## config.mk

```make
export PLATFORM = sky130hd
export DESIGN_NAME = anton_neopixel_stream_serializer_flat
export DESIGN_NICKNAME = d
export VERILOG_FILES = /design/src/rtl/anton_neopixel_stream_serializer_if.sv /design/src/rtl/anton_neopixel_stream_serializer.sv /design/src/flat_wrapper.sv
export SDC_FILE = /design/constraint.sdc
export NUM_CORES = 1
export LEC_CHECK = 0
export BUFFER_PORTS_ARGS = -buffer_cell sky130_fd_sc_hd__buf_2
export CAP_MARGIN = 10
export CORE_ASPECT_RATIO = 2
export CORE_MARGIN = 2
export CORE_UTILIZATION = 30
export DETAILED_ROUTE_END_ITERATION = 6
export SLEW_MARGIN = 20
export SYNTH_ARGS = -nofsm -noshare
export SYNTH_HDL_FRONTEND = slang
export SYNTH_SLANG_ARGS = --single-unit
export TNS_END_PERCENT = 30
```

## constraint.sdc

```tcl
create_clock -name busClk -period 4.9 [get_ports busClk]
set_clock_uncertainty 0.1 [all_clocks]
set_input_delay 0.98 -clock busClk [delete_from_list [all_inputs] [get_ports busClk]]
set_output_delay 0.98 -clock busClk [all_outputs]
set_load 0.02 [all_outputs]
```

## src/rtl/anton_neopixel_stream_serializer_if.sv

```systemverilog
// rtl/anton_neopixel_stream_serializer_if.sv - frame-buffer RAM read port bundle
// Serializer drives the read address; the RAM returns data one cycle later.
interface anton_neopixel_stream_serializer_if #(
  parameter int BUFFER_END = 15
);
  localparam int BUFFER_BITS = $clog2(BUFFER_END + 1);

  logic [BUFFER_BITS-1:0] pixelIndexComb;
  logic [7:0]             pixelVal;

  modport master (output pixelIndexComb, input  pixelVal);
  modport slave  (input  pixelIndexComb, output pixelVal);
endinterface

```

## src/rtl/anton_neopixel_stream_serializer.sv

```systemverilog
// rtl/anton_neopixel_stream_serializer.sv - WS2812-style one-wire frame serializer
// Walks the frame buffer, emits each byte MSB-first, then a low latch period.
module anton_neopixel_stream_serializer #(
  parameter int BUFFER_END  = 15,
  parameter int BIT_TICKS   = 9,
  parameter int T0H         = 3,
  parameter int T1H         = 6,
  parameter int RESET_TICKS = 400
) (
  input  logic                                busClk,
  input  logic                                syncReset,
  anton_neopixel_stream_serializer_if.master  ram,
  input  logic [12:0]                         regMax,
  input  logic                                regCtrlInit,
  input  logic                                regCtrlLimit,
  input  logic                                regCtrlRun,
  input  logic                                regCtrl32bit,
  output logic                                neoData,
  output logic                                streamSyncOf,
  output logic                                state
);
  localparam int BUFFER_BITS = $clog2(BUFFER_END + 1);
  localparam int TW = $clog2(BIT_TICKS + 1);
  localparam int LW = $clog2(RESET_TICKS + 1);

  localparam logic [TW-1:0] TICK_LAST  = TW'(BIT_TICKS - 1);
  localparam logic [TW-1:0] T0_TICKS   = TW'(T0H);
  localparam logic [TW-1:0] T1_TICKS   = TW'(T1H);
  localparam logic [LW-1:0] LATCH_LAST = LW'(RESET_TICKS - 1);
  localparam logic [LW-1:0] LATCH_PRE  = LW'(RESET_TICKS - 2);
  localparam logic [12:0]   CAP8_LAST  = 13'(BUFFER_END);
  localparam logic [12:0]   CAP32_LAST = 13'(BUFFER_END >> 2);

  typedef enum logic [1:0] {S_IDLE, S_DATA, S_LATCH} state_t;

  state_t                 r_state;
  logic [TW-1:0]          r_tick;
  logic [2:0]             r_bit;
  logic [7:0]             r_shift;
  logic [LW-1:0]          r_lcnt;
  logic [BUFFER_BITS-1:0] r_elem;
  logic [BUFFER_BITS-1:0] r_end;
  logic                   r_mode;
  logic                   r_last;
  logic                   r_hold;

  logic [12:0]            w_cap_last;
  logic [BUFFER_BITS-1:0] w_end_idx;
  logic                   w_bit_val;
  logic [TW-1:0]          w_tick_next;
  logic [TW-1:0]          w_high;

  assign w_cap_last  = regCtrl32bit ? CAP32_LAST : CAP8_LAST;
  assign w_end_idx   = (regCtrlLimit && (regMax < w_cap_last)) ? BUFFER_BITS'(regMax)
                                                               : BUFFER_BITS'(w_cap_last);
  assign w_bit_val   = r_shift[r_bit];
  assign w_tick_next = r_tick + 1'b1;
  assign w_high      = w_bit_val ? T1_TICKS : T0_TICKS;

  assign ram.pixelIndexComb = r_mode ? BUFFER_BITS'({r_elem, 2'b00}) : r_elem;

  // r_hold keeps IDLE from sampling pixelVal before the RAM has seen address 0
  // after an abort; the normal LATCH path clears the address early enough.
  always_ff @(posedge busClk) begin
    if (syncReset || regCtrlInit) begin
      r_state      <= S_IDLE;
      r_tick       <= '0;
      r_bit        <= '0;
      r_shift      <= '0;
      r_lcnt       <= '0;
      r_elem       <= '0;
      r_end        <= '0;
      r_mode       <= 1'b0;
      r_last       <= 1'b0;
      r_hold       <= 1'b1;
      neoData      <= 1'b0;
      streamSyncOf <= 1'b0;
      state        <= 1'b0;
    end else begin
      case (r_state)
        S_IDLE: begin
          r_elem <= '0;
          r_last <= 1'b0;
          r_hold <= 1'b0;
          if (regCtrlRun && !r_hold) begin
            r_mode  <= regCtrl32bit;
            r_end   <= w_end_idx;
            r_shift <= ram.pixelVal;
            r_tick  <= '0;
            r_bit   <= 3'd7;
            neoData <= 1'b1;
            state   <= 1'b1;
            r_state <= S_DATA;
          end
        end
        S_DATA: begin
          // Advance early so the next byte is read well before the last tick.
          if ((r_bit == 3'd0) && (r_tick == '0)) begin
            if (r_elem == r_end) r_last <= 1'b1;
            else                 r_elem <= r_elem + 1'b1;
          end
          if (r_tick == TICK_LAST) begin
            r_tick <= '0;
            if (r_bit == 3'd0) begin
              if (r_last) begin
                r_state      <= S_LATCH;
                r_elem       <= '0;
                r_lcnt       <= '0;
                neoData      <= 1'b0;
                streamSyncOf <= (RESET_TICKS == 1);
              end else begin
                r_shift <= ram.pixelVal;
                r_bit   <= 3'd7;
                neoData <= 1'b1;
              end
            end else begin
              r_bit   <= r_bit - 3'd1;
              neoData <= 1'b1;
            end
          end else begin
            r_tick  <= w_tick_next;
            neoData <= (w_tick_next < w_high);
          end
        end
        S_LATCH: begin
          r_lcnt       <= r_lcnt + 1'b1;
          streamSyncOf <= (r_lcnt == LATCH_PRE);
          if (r_lcnt == LATCH_LAST) begin
            r_state      <= S_IDLE;
            r_lcnt       <= '0;
            streamSyncOf <= 1'b0;
            state        <= 1'b0;
          end
        end
        default: r_state <= S_IDLE;
      endcase
    end
  end
endmodule

```

## src/flat_wrapper.sv

```systemverilog
// flat-port wrapper written by rule: the top's interface ports become plain ports
module anton_neopixel_stream_serializer_flat 
#(
  parameter int BUFFER_END  = 15,
  parameter int BIT_TICKS   = 9,
  parameter int T0H         = 3,
  parameter int T1H         = 6,
  parameter int RESET_TICKS = 400
)
  (busClk, syncReset, regMax, regCtrlInit, regCtrlLimit, regCtrlRun, regCtrl32bit, neoData, streamSyncOf, state, ram_pixelIndexComb, ram_pixelVal);
  anton_neopixel_stream_serializer_if #(.BUFFER_END(BUFFER_END)) ram_i ();
  input  logic busClk;
  input  logic syncReset;
  input  logic [12:0] regMax;
  input  logic regCtrlInit;
  input  logic regCtrlLimit;
  input  logic regCtrlRun;
  input  logic regCtrl32bit;
  output logic neoData;
  output logic streamSyncOf;
  output logic state;
  output wire logic [$bits(ram_i.pixelIndexComb)-1:0] ram_pixelIndexComb;
  input wire logic [$bits(ram_i.pixelVal)-1:0] ram_pixelVal;
  assign ram_pixelIndexComb = ram_i.pixelIndexComb;
  assign ram_i.pixelVal = ram_pixelVal;
  anton_neopixel_stream_serializer #(.BUFFER_END(BUFFER_END), .BIT_TICKS(BIT_TICKS), .T0H(T0H), .T1H(T1H), .RESET_TICKS(RESET_TICKS)) u_core (.busClk(busClk), .syncReset(syncReset), .ram(ram_i), .regMax(regMax), .regCtrlInit(regCtrlInit), .regCtrlLimit(regCtrlLimit), .regCtrlRun(regCtrlRun), .regCtrl32bit(regCtrl32bit), .neoData(neoData), .streamSyncOf(streamSyncOf), .state(state));
endmodule
```

==> qor.csv, run 1 <==
stage;metric;value;unit
clocking;holdBufCountCts;0;
setup_path;path_class;primary input to flop;
clocking;cts_setup_buffers;0;
clocking;ctsHtreeMaxLevel;2;
timing;fin_crit;2540;ps
synth;synth.avg_cell_area;8.52;µm²
setup_path;crit_arrival;2670;ps
timing;slew_viol_final;0;
timing;setup_tns;0;ps
layout;area_growth;16.9;%
synth;yosysSeqAreaShare;35.3;%
timing;max_freq;394;MHz
place;gp_congestion;0.766;
floorplanning;start_util;31.2;%
detailed_routing;drt_iter0_markers;93;
global_routing;grt_overflow;0;
floorplanning;fp.dieW;65.5;µm
clocking;clock-root-buffer;clkbuf_16;
detailed_routing;wl_met1;2110;µm
place;placed_area;2480;µm²
timing;setup_violations;0;
layout;fin_nets;329;
detailed_routing;routed.top_layer;met4;
detailed_routing;routedWlPerCell;13.8;µm
clocking;ctsResizeCount;0;
detailed_routing;met2_length;2920;µm
synth;synth_edf_count;0;
detailed_routing;via_per_inst;5.32;
floorplanning;die_y;127;µm
global_routing;grt_pass1_vias;2058;
floorplanning;dieArea;8310;µm²
synth;synth_seq_cells;40;
setup_path;cp-start-kind;primary input;
layout;nFillCells;800;
clocking;cts_buffer_depth;2;
synth;synth_cells;266;
outcome;outcome;finished clean;
detailed_routing;drc;0;
power_and_ir_drop;power_density;291;nW/µm²
place;port_buffers;33;
timing;worst_slew_pin_slew;957;ps
synth;yosysWarnings;0;
layout;stdcell_area;2650;µm²
clocking;clock_latency;280;ps
detailed_routing;wl_met3;202;µm
global_routing;antenna_found_initial;0;
clocking;path_clk_slew;60;ps
setup_path;critPathRequiredTime;5030;ps
synth;syn_nets;303;
synth;syn_area;2270;µm²
global_routing;grt_max_degree;27;
power_and_ir_drop;leakage;0.00105;µW
power_and_ir_drop;ir_worst_vdd;0.121;mV
detailed_routing;drt_first_pass_iters;4;
detailed_routing;vias;2048;
layout;drive_gt1_share;16.7;%
global_routing;grt_pass1_wl;9270;µm
setup_path;crit_fanout;26;
power_and_ir_drop;p_int;600;µW
power_and_ir_drop;sw_frac_of_total;22.1;%
power_and_ir_drop;finalPower;770;µW
layout;diodes;0;
clocking;tritoncts;yes;
hold_path;hp-class;flop to flop;
power_and_ir_drop;p_seq_share;44.0;%
power_and_ir_drop;p_switching;170;µW
power_and_ir_drop;clockPowerShare;47.1;%
floorplanning;core-area;7270;µm²
synth;async_flop_share;0;%
clocking;cts.sinks;40;
floorplanning;pin_count;34;
floorplanning;rows;44;
synth;dominantRegCellSynth;dfxtp_1;
timing;final_hold_viol_count;0;
job;cap_violations;0;
global_routing;grt_usage;14.0;%
detailed_routing;ant_nets;0;
setup_path;endpoint_kind;flop;
power_and_ir_drop;p_comb_share;8.9;%
clocking;cts_made_buffers;5;
detailed_routing;finalWirelength;5320;µm
timing;finalCritPeriodShare;51.9;%
synth;synth_cell_types;56;
place;dp_hpwl;3980;µm
timing;slew_headroom;36.0;%
timing;rsz0062_at_grt;no;
-- layout by cell type, fill, tap and decap left out, drive strengths merged, types with 4 or more instances in the layout --
cell type,instances
dfxtp,40
buf,34
a21oi,23
nor2,17
nand2,16
o21ai,12
inv,11
nand3,11
a31oi,11
nand4,10
nor3,10
ha,10
o31ai,9
clkbuf,6
nor2b,5
mux2i,5
xor2,5
nand2b,5
and3,5
nor4,4
-- power by group through the flow --
stage                     registers [µW]  clock network, µW  logic, µW
final                                338                363       68.6
after detailed placement             346                  0       68.5
after floorplan                      344                  0       45.7
after CTS                            339                375       69.1
after global routing                 340                386       77.6
after global placement               346                  0       67.3
-- cells by family after synthesis --
group,count (synthesis),synth area share (%)
muxes,9,5.52
and+or+nand+nor,96,23.1
buffers and inverters,26,4.86
adders and majority gates,10,5.52
AOI/OAI and AO/OA,79,23.3
xor gates and xnor gates,6,2.32
DFF,40,35.3
-- Yosys cell counts (all sizes together), types with 2 or more instances --
master   number  area share [%]
dfxtp        40              35
a21oi        23             5.1
nor2         17             2.8
nand2        16             2.7
o21ai        12             2.7
a31oi        11             3.7
inv          11             1.8
nand3        11             2.4
ha           10             5.5
nand4        10             2.8
nor3         10             2.2
clkbuf        9             1.5
o31ai         9             3.0
buf           6             1.5
and3          5             1.4
mux2i         5             2.2
nand2b        5             1.4
nor2b         5             1.4
xor2          5             1.9
nor4          4             1.4
a211oi        2            0.66
a21boi        2            0.66
a22oi         2            0.66
a2bb2oi       2            0.77
a31o          2            0.77
and2          2            0.55
and3b         2            0.77
mux2          2            0.99
mux4          2             2.3
o2111ai       2            0.77
o211ai        2            0.66
o21a          2            0.66
-- routing by layer --
metal  vias up  track usage (%)
li1       1049                -
met1       949             14.9
met2        45             26.2
met3         5             2.75
met4         0             5.15
met5         -                0
-- final cells by class --
type                       instances  area [µm²]  share of cell area, %
clock buffer                       6         129                   4.87
clock inverter                     2        35.0                   1.32
tap                               92         115                   4.35
multi-input combinational        200        1360                   51.2
inverter                          11        41.3                   1.56
timing repair buffer              34         173                   6.52
sequential                        40         801                   30.2
-- through the flow --
stage | setup slack (ps) | hold slack (ps) | cells | util, %
global route | 2160 | 392 | 385 | 36.4
finish | 2360 | 365 | 385 | 36.4
detailed placement | 2070 | 358 | 377 | 34.2
floorplan | 2560 | 340 | 266 | -
global placement | 2090 | 352 | 377 | 34.2
CTS | 2370 | 366 | 385 | 36.4
-- sequential cells by signal, summed over array words and instances (netlist names), 2 cells and up --
signal          count
u_core.r_end        4
u_core.r_tick       4
u_core.r_shift      8
u_core.r_lcnt       9
u_core.r_elem       4
u_core.r_state      2
u_core.r_bit        3
-- final timing paths --
check / start / end / slack (ps) / cells past startpoint
worst max register to register: u_core.r_tick[0] / u_core.r_lcnt[5] / 2630 / 6
worst min register to register: u_core.r_shift[1] / u_core.r_shift[1] / 370 / 2
worst max-delay path: regCtrlInit / u_core.r_elem[2] / 2360 / 5
worst min-delay path: u_core.r_shift[1] / u_core.r_shift[1] / 370 / 2
-- worst max-delay path, cell delays in order --
cell	delay [ps]
buf_2	110
or2_1	550
a211o_1	450
or4_1	480
nand3_1	90
No activity file was read; power rests on OpenSTA's default activity.
==> inputs of run 2 (changes only) <==
--- a/config.mk
+++ b/config.mk
@@ -5,6 +5,7 @@
 export SDC_FILE = /design/constraint.sdc
 export NUM_CORES = 1
 export LEC_CHECK = 0
+export ABC_AREA = 1
 export BUFFER_PORTS_ARGS = -buffer_cell sky130_fd_sc_hd__buf_2
 export CAP_MARGIN = 10
 export CORE_ASPECT_RATIO = 2
==> constraint.sdc (replaced) <==
create_clock -name busClk -period 2.5 [get_ports busClk]
set_clock_uncertainty 0.1 [all_clocks]
set_input_delay 0.5 -clock busClk [delete_from_list [all_inputs] [get_ports busClk]]
set_output_delay 0.5 -clock busClk [all_outputs]
set_load 0.02 [all_outputs]
==> run 2 against run 1 <==
Net effect:
- total power grew 82%
- hold slack lost 18 ps
- setup slack lost 1800 ps
- die area shrank 2.5%
- largest cell class unchanged
- count of clock-buffer cells in the layout grew 2
- flip-flop and latch count is the same
- highest routed layer unchanged
- critical path type is now flop to flop
- non-clock buffer count grew 1
- combinational power grew 59%
- sequential power grew 94%
==> qor.csv, run 2 <==
stage;metric;value;unit;change
setup_path;path_class;flop to flop;;
timing;fin_crit;1930;ps;
synth;synthAdderAreaFrac;5.67;%;+0.15 points
clocking;cts.sinks;40;;unchanged
setup_path;critPathRequiredTime;2620;ps;-2410 ps
place;dp_hpwl;4200;µm;+5.5%
power_and_ir_drop;power_density;534;nW/µm²;+84%
timing;finalCritPeriodShare;77.3;%;
power_and_ir_drop;p_seq_share;46.7;%;+2.7 points
layout;largest_reg_flops;9;;unchanged
clocking;ctsResizeCount;0;;unchanged
clocking;clock_latency;280;ps;about the same
synth;yosysMostFrequentCell;nand2_1;;
power_and_ir_drop;leakage;0.00114;µW;+8.8%
clocking;ctsHtreeMaxLevel;2;;unchanged
timing;setup_tns;0;ps;unchanged
floorplanning;dieArea;8100;µm²;-2.5%
place;gp_congestion;0.802;;+4.7%
place;place_ws;569;ps;-1500 ps
clocking;cts_made_buffers;5;;unchanged
clocking;cts_buffer_depth;2;;unchanged
detailed_routing;finalWirelength;5370;µm;+0.92%
job;cap_violations;0;;unchanged
synth;yosysTopAreaCellShare;36.3;%;+0.94 points
global_routing;grt_pass1_wl;9230;µm;-0.37%
timing;worst_slew_pin_slew;534;ps;-423 ps
synth;synth_seq_cells;40;;unchanged
detailed_routing;routedWlPerCell;11.9;µm;-14%
synth;synth_cells;320;;+20%
synth;synth_area_leaders;dfxtp_1, nand2_1, inv_1;;
global_routing;antenna_found_initial;0;;unchanged
clocking;cts_setup_buffers;0;;unchanged
power_and_ir_drop;finalPower;1400;µW;+82%
layout;area_growth;19.2;%;
floorplanning;fp.dieW;64.7;µm;-1.2%
detailed_routing;drt_first_pass_iters;4;;unchanged
synth;synthSimpleGateAreaFrac;32.0;%;+8.8 points
synth;synth.top_cells.by_count;nand2_1, dfxtp_1, inv_1;;
timing;max_freq;517;MHz;
global_routing;grt_pass1_vias;2206;;+7.2%
power_and_ir_drop;clockPowerShare;45.6;%;-1.5 points
synth;synth_cell_types;33;;-41%
synth;dominantRegCellSynth;dfxtp_1;;
setup_path;cp_cell_sequence;inv_1 -> ha_1 -> nand2_1 -> inv_1 -> nor2_1 -> buf_4 -> nor3_1 -> nor2_1;;
global_routing;grt_overflow;0;;unchanged
synth;yosysSeqAreaShare;36.3;%;+0.94 points
synth;synth_compound_area_share;15.4;%;-7.9 points
setup_path;endpoint_kind;flop;;
timing;slew_viol_final;0;;unchanged
layout;largest-register;u_core.r_lcnt;;
setup_path;reg2reg_from;u_core.r_bit[0];;
synth;syn_area;2210;µm²;-2.6%
floorplanning;core-area;7210;µm²;-0.76%
timing;layout_setup_ws;568;ps;-1790 ps
timing;final_hold_viol_count;0;;unchanged
detailed_routing;drc;0;;unchanged
detailed_routing;via_per_inst;4.76;;-11%
global_routing;grt_max_degree;23;;-15%
floorplanning;start_util;30.6;%;-0.58 points
synth;synth.avg_cell_area;6.90;µm²;-19%
setup_path;slowest_delay;430;ps;-120 ps
layout;diodes;0;;unchanged
setup_path;crit_arrival;2050;ps;-620 ps
global_routing;grt_usage;14.6;%;+0.55 points
power_and_ir_drop;sw_frac_of_total;22.5;%;+0.39 points
outcome;outcome;finished clean;;
synth;synthMuxAreaShare;0;%;-5.5 points
place;port_buffers;33;;unchanged
clocking;holdBufCountCts;0;;unchanged
setup_path;cp-start-kind;flop;;
detailed_routing;drt_iter0_markers;60;;-35%
synth;yosysWarnings;0;;unchanged
timing;slew_headroom;64.2;%;+28 points
synth;yosysTopAreaCell;dfxtp_1;;
floorplanning;pin_count;34;;unchanged
setup_path;crit_family;simple AND/OR/NAND/NOR gates;;
synth;syn_nets;357;;+18%
setup_path;crit_path_start;u_core.r_bit[0];;
timing;whs;348;ps;-17.5 ps
synth;synthXorXnorAreaFrac;2.38;%;+0.062 points
power_and_ir_drop;p_comb_share;7.7;%;-1.2 points
timing;setup_violations;0;;unchanged
hold_path;hp-class;primary input to flop;;
synth;synth_top_family_by_area;simple AND/OR/NAND/NOR gates;;
layout;drive_gt1_share;15.6;%;-1.1 points
timing;rsz0062_at_grt;no;;
setup_path;path_buf_inv;3;;+2
setup_path;crit_fanout;8;;-69%
layout;nFillCells;774;;-3.3%
clocking;path_clk_slew;50;ps;about the same
setup_path;crit_path_top_delay_cell;dfxtp_1;;
power_and_ir_drop;p_switching;316;µW;+86%
layout;final_cell_mix;nand2_1, dfxtp_1, inv_1;;
detailed_routing;vias;2145;;+4.7%
detailed_routing;ant_nets;0;;unchanged
power_and_ir_drop;p_int;1090;µW;+81%
floorplanning;rows;44;;unchanged
clocking;clock-root-buffer;clkbuf_16;;
floorplanning;die_y;125;µm;-1.3%
hold_path;worstHoldStart;ram_pixelVal[0];;
synth;async_flop_share;0;%;unchanged
power_and_ir_drop;ir_worst_vdd;0.294;mV;+140%
layout;top_regs;u_core.r_lcnt x9, u_core.r_shift x8;;
layout;fin_nets;395;;+20%
layout;mostFrequentLayoutCell;nand2_1;;
synth;synth_edf_count;0;;unchanged
clocking;tritoncts;yes;;
run 2: cell types whose count changed after synthesis, sizes merged, moves of 7 or more:
cell    delta
nand3      +9
a31oi      -7
o31ai      -9
clkbuf     -7
nor2      +17
inv       +32
o21ai     +17
nand2     +64
run 2: worst paths after layout:
| check | to | slack (ps) | depth (start not counted) |
|---|---|---|---|
| min reg2reg | u_core.streamSyncOf | 380 | 2 |
| max | u_core.r_shift[6] | 570 | 8 |
| min | u_core.r_shift[0] | 350 | 3 |
| max reg2reg | u_core.r_shift[6] | 570 | 8 |
run 2: cell families after synthesis:
group / Yosys count
xor+xnor: 6
compound gates: 61
simple gates: 155
buf+inv: 48
flops: 40
fa+ha+maj: 10
run 2: layout make-up:
| cell class | count | area (µm²) | share of cell area, % |
|---|---|---|---|
| clock buffers | 8 | 146 | 5.56 |
| inverters | 44 | 165 | 6.28 |
| multi-input cells | 232 | 1220 | 46.5 |
| flip-flops and latches | 40 | 801 | 30.4 |
| well taps | 92 | 115 | 4.37 |
| repair buffers | 35 | 180 | 6.85 |
run 2: routing by layer:
| metal | wire, µm | GRT usage (%) | vias to the layer above |
|---|---|---|---|
| met5 | 0 | 0 | - |
| li1 | - | - | 1120 |
| met2 | 3100 | 29.5 | 40 |
| met3 | 141 | 2.61 | 10 |
| met4 | 155 | 7.38 | 0 |
| met1 | 1970 | 12.8 | 975 |
run 2: power groups by stage:
stage / Combinational (µW) / Sequential (µW) / Clock [µW]
finish: 109 / 655 / 640
global route: 125 / 656 / 681
CTS: 110 / 655 / 657
detailed placement: 110 / 669 / 0
global placement: 108 / 669 / 0
floorplan: 67.3 / 668 / 0
run 2: worst min-delay path: cells and delay by family:
| family | cells | cell delay, ps |
|---|---|---|
| buffers and inverters | 1 | 70 |
| and+or+nand+nor | 2 | 120 |
run 2: stage by stage:
step / area [µm²] / util (%) / instances
finish: 2630 / 36.5 / 451
CTS: 2630 / 36.5 / 451
global placement: 2480 / 34.5 / 443
floorplan: 2210 / - / 320
global route: 2630 / 36.5 / 451
detailed placement: 2480 / 34.5 / 443
==> inputs of run 3 (changes only) <==
==> constraint.sdc (replaced) <==
create_clock -name busClk -period 1.7 [get_ports busClk]
set_clock_uncertainty 0.1 [all_clocks]
set_input_delay 0.34 -clock busClk [delete_from_list [all_inputs] [get_ports busClk]]
set_output_delay 0.34 -clock busClk [all_outputs]
set_load 0.02 [all_outputs]
==> run 3 against run 2 <==
Net effect:
- total power up 46%
- final area rose by 5.7%
- hold slack lost 160 ps
- die area stayed put
- wire length up 0.41%
- critical path depth fell by 1
- register-to-register slack worse by 490 ps
- cell count grew 2.7%
- count of clock-buffer cells in the layout down 2
- core utilization up 2.1 points
- maximum frequency is 19% higher
==> qor.csv, run 3 (synthesis results as in run 2) <==
stage;metric;value;unit;change
floorplanning;start_util;30.6;%;unchanged
power_and_ir_drop;p_int;1570;µW;+44%
global_routing;grt_pass1_wl;8850;µm;-4.1%
clocking;cts.sinks;40;;unchanged
power_and_ir_drop;finalPower;2050;µW;+46%
layout;nFillCells;760;;-1.8%
place;gp_congestion;0.773;;-3.6%
layout;largest-register;u_core.r_lcnt;;
layout;multi_input_comb_area;1260;µm²;+3.2%
global_routing;antenna_found_initial;0;;unchanged
detailed_routing;drt_iter0_markers;51;;-15%
timing;fin_crit;1620;ps;-312 ps
clocking;clock-root-buffer;clkbuf_16;;
place;dp_hpwl;4050;µm;-3.6%
clocking;path_clk_slew;60;ps;about the same
floorplanning;die_y;125;µm;unchanged
setup_path;path_class;flop to flop;;
hold_path;hold_depth;3;;unchanged
layout;seq_area;803;µm²;+0.31%
setup_path;cp-start-kind;flop;;
floorplanning;fp.dieW;64.7;µm;unchanged
timing;max_freq;617;MHz;+19%
power_and_ir_drop;clockPowerShare;44.0;%;-1.6 points
hold_path;min_to;u_core.r_shift[6];;
timing;setup_violations;0;;unchanged
clocking;ctsHtreeMaxLevel;2;;unchanged
clocking;holdBufCountCts;0;;unchanged
layout;drive_gt1_share;21.8;%;+6.2 points
power_and_ir_drop;p_switching;482;µW;+52%
power_and_ir_drop;p_comb_share;9.0;%;+1.3 points
detailed_routing;vias;2168;;+1.1%
setup_path;r2r_slack;80;ps;-490 ps
detailed_routing;drc;0;;unchanged
layout;fin_nets;408;;+3.3%
power_and_ir_drop;p_seq_share;47.0;%;+0.3 points
job;cap_violations;0;;unchanged
hold_path;worstHoldStart;ram_pixelVal[6];;
layout;largest_reg_flops;9;;unchanged
clocking;clock_latency;280;ps;about the same
power_and_ir_drop;ir_worst_vdd;0.649;mV;+120%
layout;diodes;0;;unchanged
floorplanning;rows;44;;unchanged
detailed_routing;routedWlPerCell;11.6;µm;-2.2%
timing;slew_viol_final;0;;unchanged
setup_path;endpoint_kind;flop;;
setup_path;crit_arrival;1740;ps;-310 ps
setup_path;critPathRequiredTime;1820;ps;-800 ps
timing;rsz0062_at_grt;yes;;
hold_path;hp-class;primary input to flop;;
setup_path;reg2reg_depth;7;;-1
timing;setup_tns;0;ps;unchanged
place;port_buffers;33;;unchanged
layout;mostFrequentLayoutCell;nand2_1;;
clocking;cts_buffer_depth;2;;unchanged
timing;finalCritPeriodShare;95.3;%;+18 points
outcome;outcome;finished clean;;
global_routing;grt_pass1_vias;2157;;-2.2%
layout;final_cell_mix;nand2_1, dfxtp_1, inv_1;;
layout;area_growth;26.0;%;
global_routing;grt_overflow;0;;unchanged
global_routing;grt_max_degree;23;;unchanged
setup_path;reg2reg_from;u_core.r_lcnt[0];;
setup_path;crit_fanout;6;;-2
floorplanning;pin_count;34;;unchanged
detailed_routing;drt_first_pass_iters;4;;unchanged
power_and_ir_drop;sw_frac_of_total;23.5;%;+0.99 points
power_and_ir_drop;leakage;0.00120;µW;+5.9%
layout;top_regs;u_core.r_lcnt x9, u_core.r_shift x8;;
detailed_routing;ant_nets;0;;unchanged
global_routing;grt_usage;13.7;%;-0.90 points
clocking;tritoncts;yes;;
timing;final_hold_viol_count;0;;unchanged
detailed_routing;finalWirelength;5390;µm;+0.41%
clocking;cts_made_buffers;5;;unchanged
timing;worst_slew_pin_slew;291;ps;-242 ps
power_and_ir_drop;power_density;737;nW/µm²;+38%
detailed_routing;via_per_inst;4.68;;-1.5%
setup_path;reg2reg_to;u_core.r_lcnt[1];;
timing;slew_headroom;80.5;%;+16 points
floorplanning;dieArea;8100;µm²;unchanged
floorplanning;core-area;7210;µm²;unchanged
run 3: cell type report:
cell class / count / area share [%]
Timing Repair Buffer: 48 / 10.7
Inverter: 44 / 6.03
Tap cell: 92 / 4.14
Sequential cell: 40 / 28.9
Clock buffer: 6 / 4.64
Multi-Input combinational cell: 232 / 45.4
Clock inverter: 1 / 0.180
run 3: routing by layer:
| layer | part of all wire, % | global-route usage (%) | vias to the layer above | wire (µm) |
|---|---|---|---|---|
| met5 | 0 | 0 | - | 0 |
| met4 | 2.3 | 6.88 | 0 | 122 |
| met3 | 2.5 | 1.53 | 7 | 136 |
| met2 | 57 | 27.4 | 36 | 3080 |
| met1 | 38 | 12.8 | 982 | 2050 |
| li1 | - | - | 1143 | - |
run 3: how the worst max path moves through the flow:
| stage | to | cells past startpoint | startpoint | slack [ps] |
|---|---|---|---|---|
| after floorplan | u_core.r_bit[2] | 9 | u_core.r_bit[0] | 30 |
| after global placement | u_core.neoData | 11 | u_core.r_bit[0] | 60 |
| after detailed placement | u_core.r_shift[1] | 9 | u_core.r_bit[0] | 20 |
| after CTS | u_core.r_shift[2] | 9 | u_core.r_bit[0] | 5 |
| after global routing | u_core.r_lcnt[1] | 7 | u_core.r_lcnt[0] | -30 |
| final | u_core.r_lcnt[1] | 7 | u_core.r_lcnt[0] | 80 |
run 3: stage by stage:
step                      utilization, %  area [µm²]  setup WS (ps)  hold slack, ps  instances
final                               38.5        2780           80.1             186        463
after floorplan                        -        2210           28.5             354        320
after global routing                38.5        2780          -26.2             207        463
after CTS                           37.1        2680           5.24             187        458
after global placement              35.3        2540           62.5             356        451
after detailed placement            35.3        2540           17.8             362        451
run 3: repair_timing:
| item | in CTS | in global routing |
|---|---|---|
| buffers inserted | 0 | 5 |
| endpoints found under the hold margin | 0 | 0 |
| resized for setup | 0 | 16 |
| setup endpoints to repair | 0 | 24 |
run 3: critical path: stages (launching register included):
cell and delay (ps):
dfxtp_1 340, ha_1 240, nand3_1 140, nor2_1 100, a21oi_4 230, inv_2 80, or2_0 200, a21oi_1 120
run 3: power by group through the flow:
stage	Combinational, µW	Clock [µW]	Sequential [µW]
floorplan	99.0	0	982
global placement	170	0	982
detailed placement	173	0	982
CTS	174	921	961
global route	210	947	963
finish	184	901	962
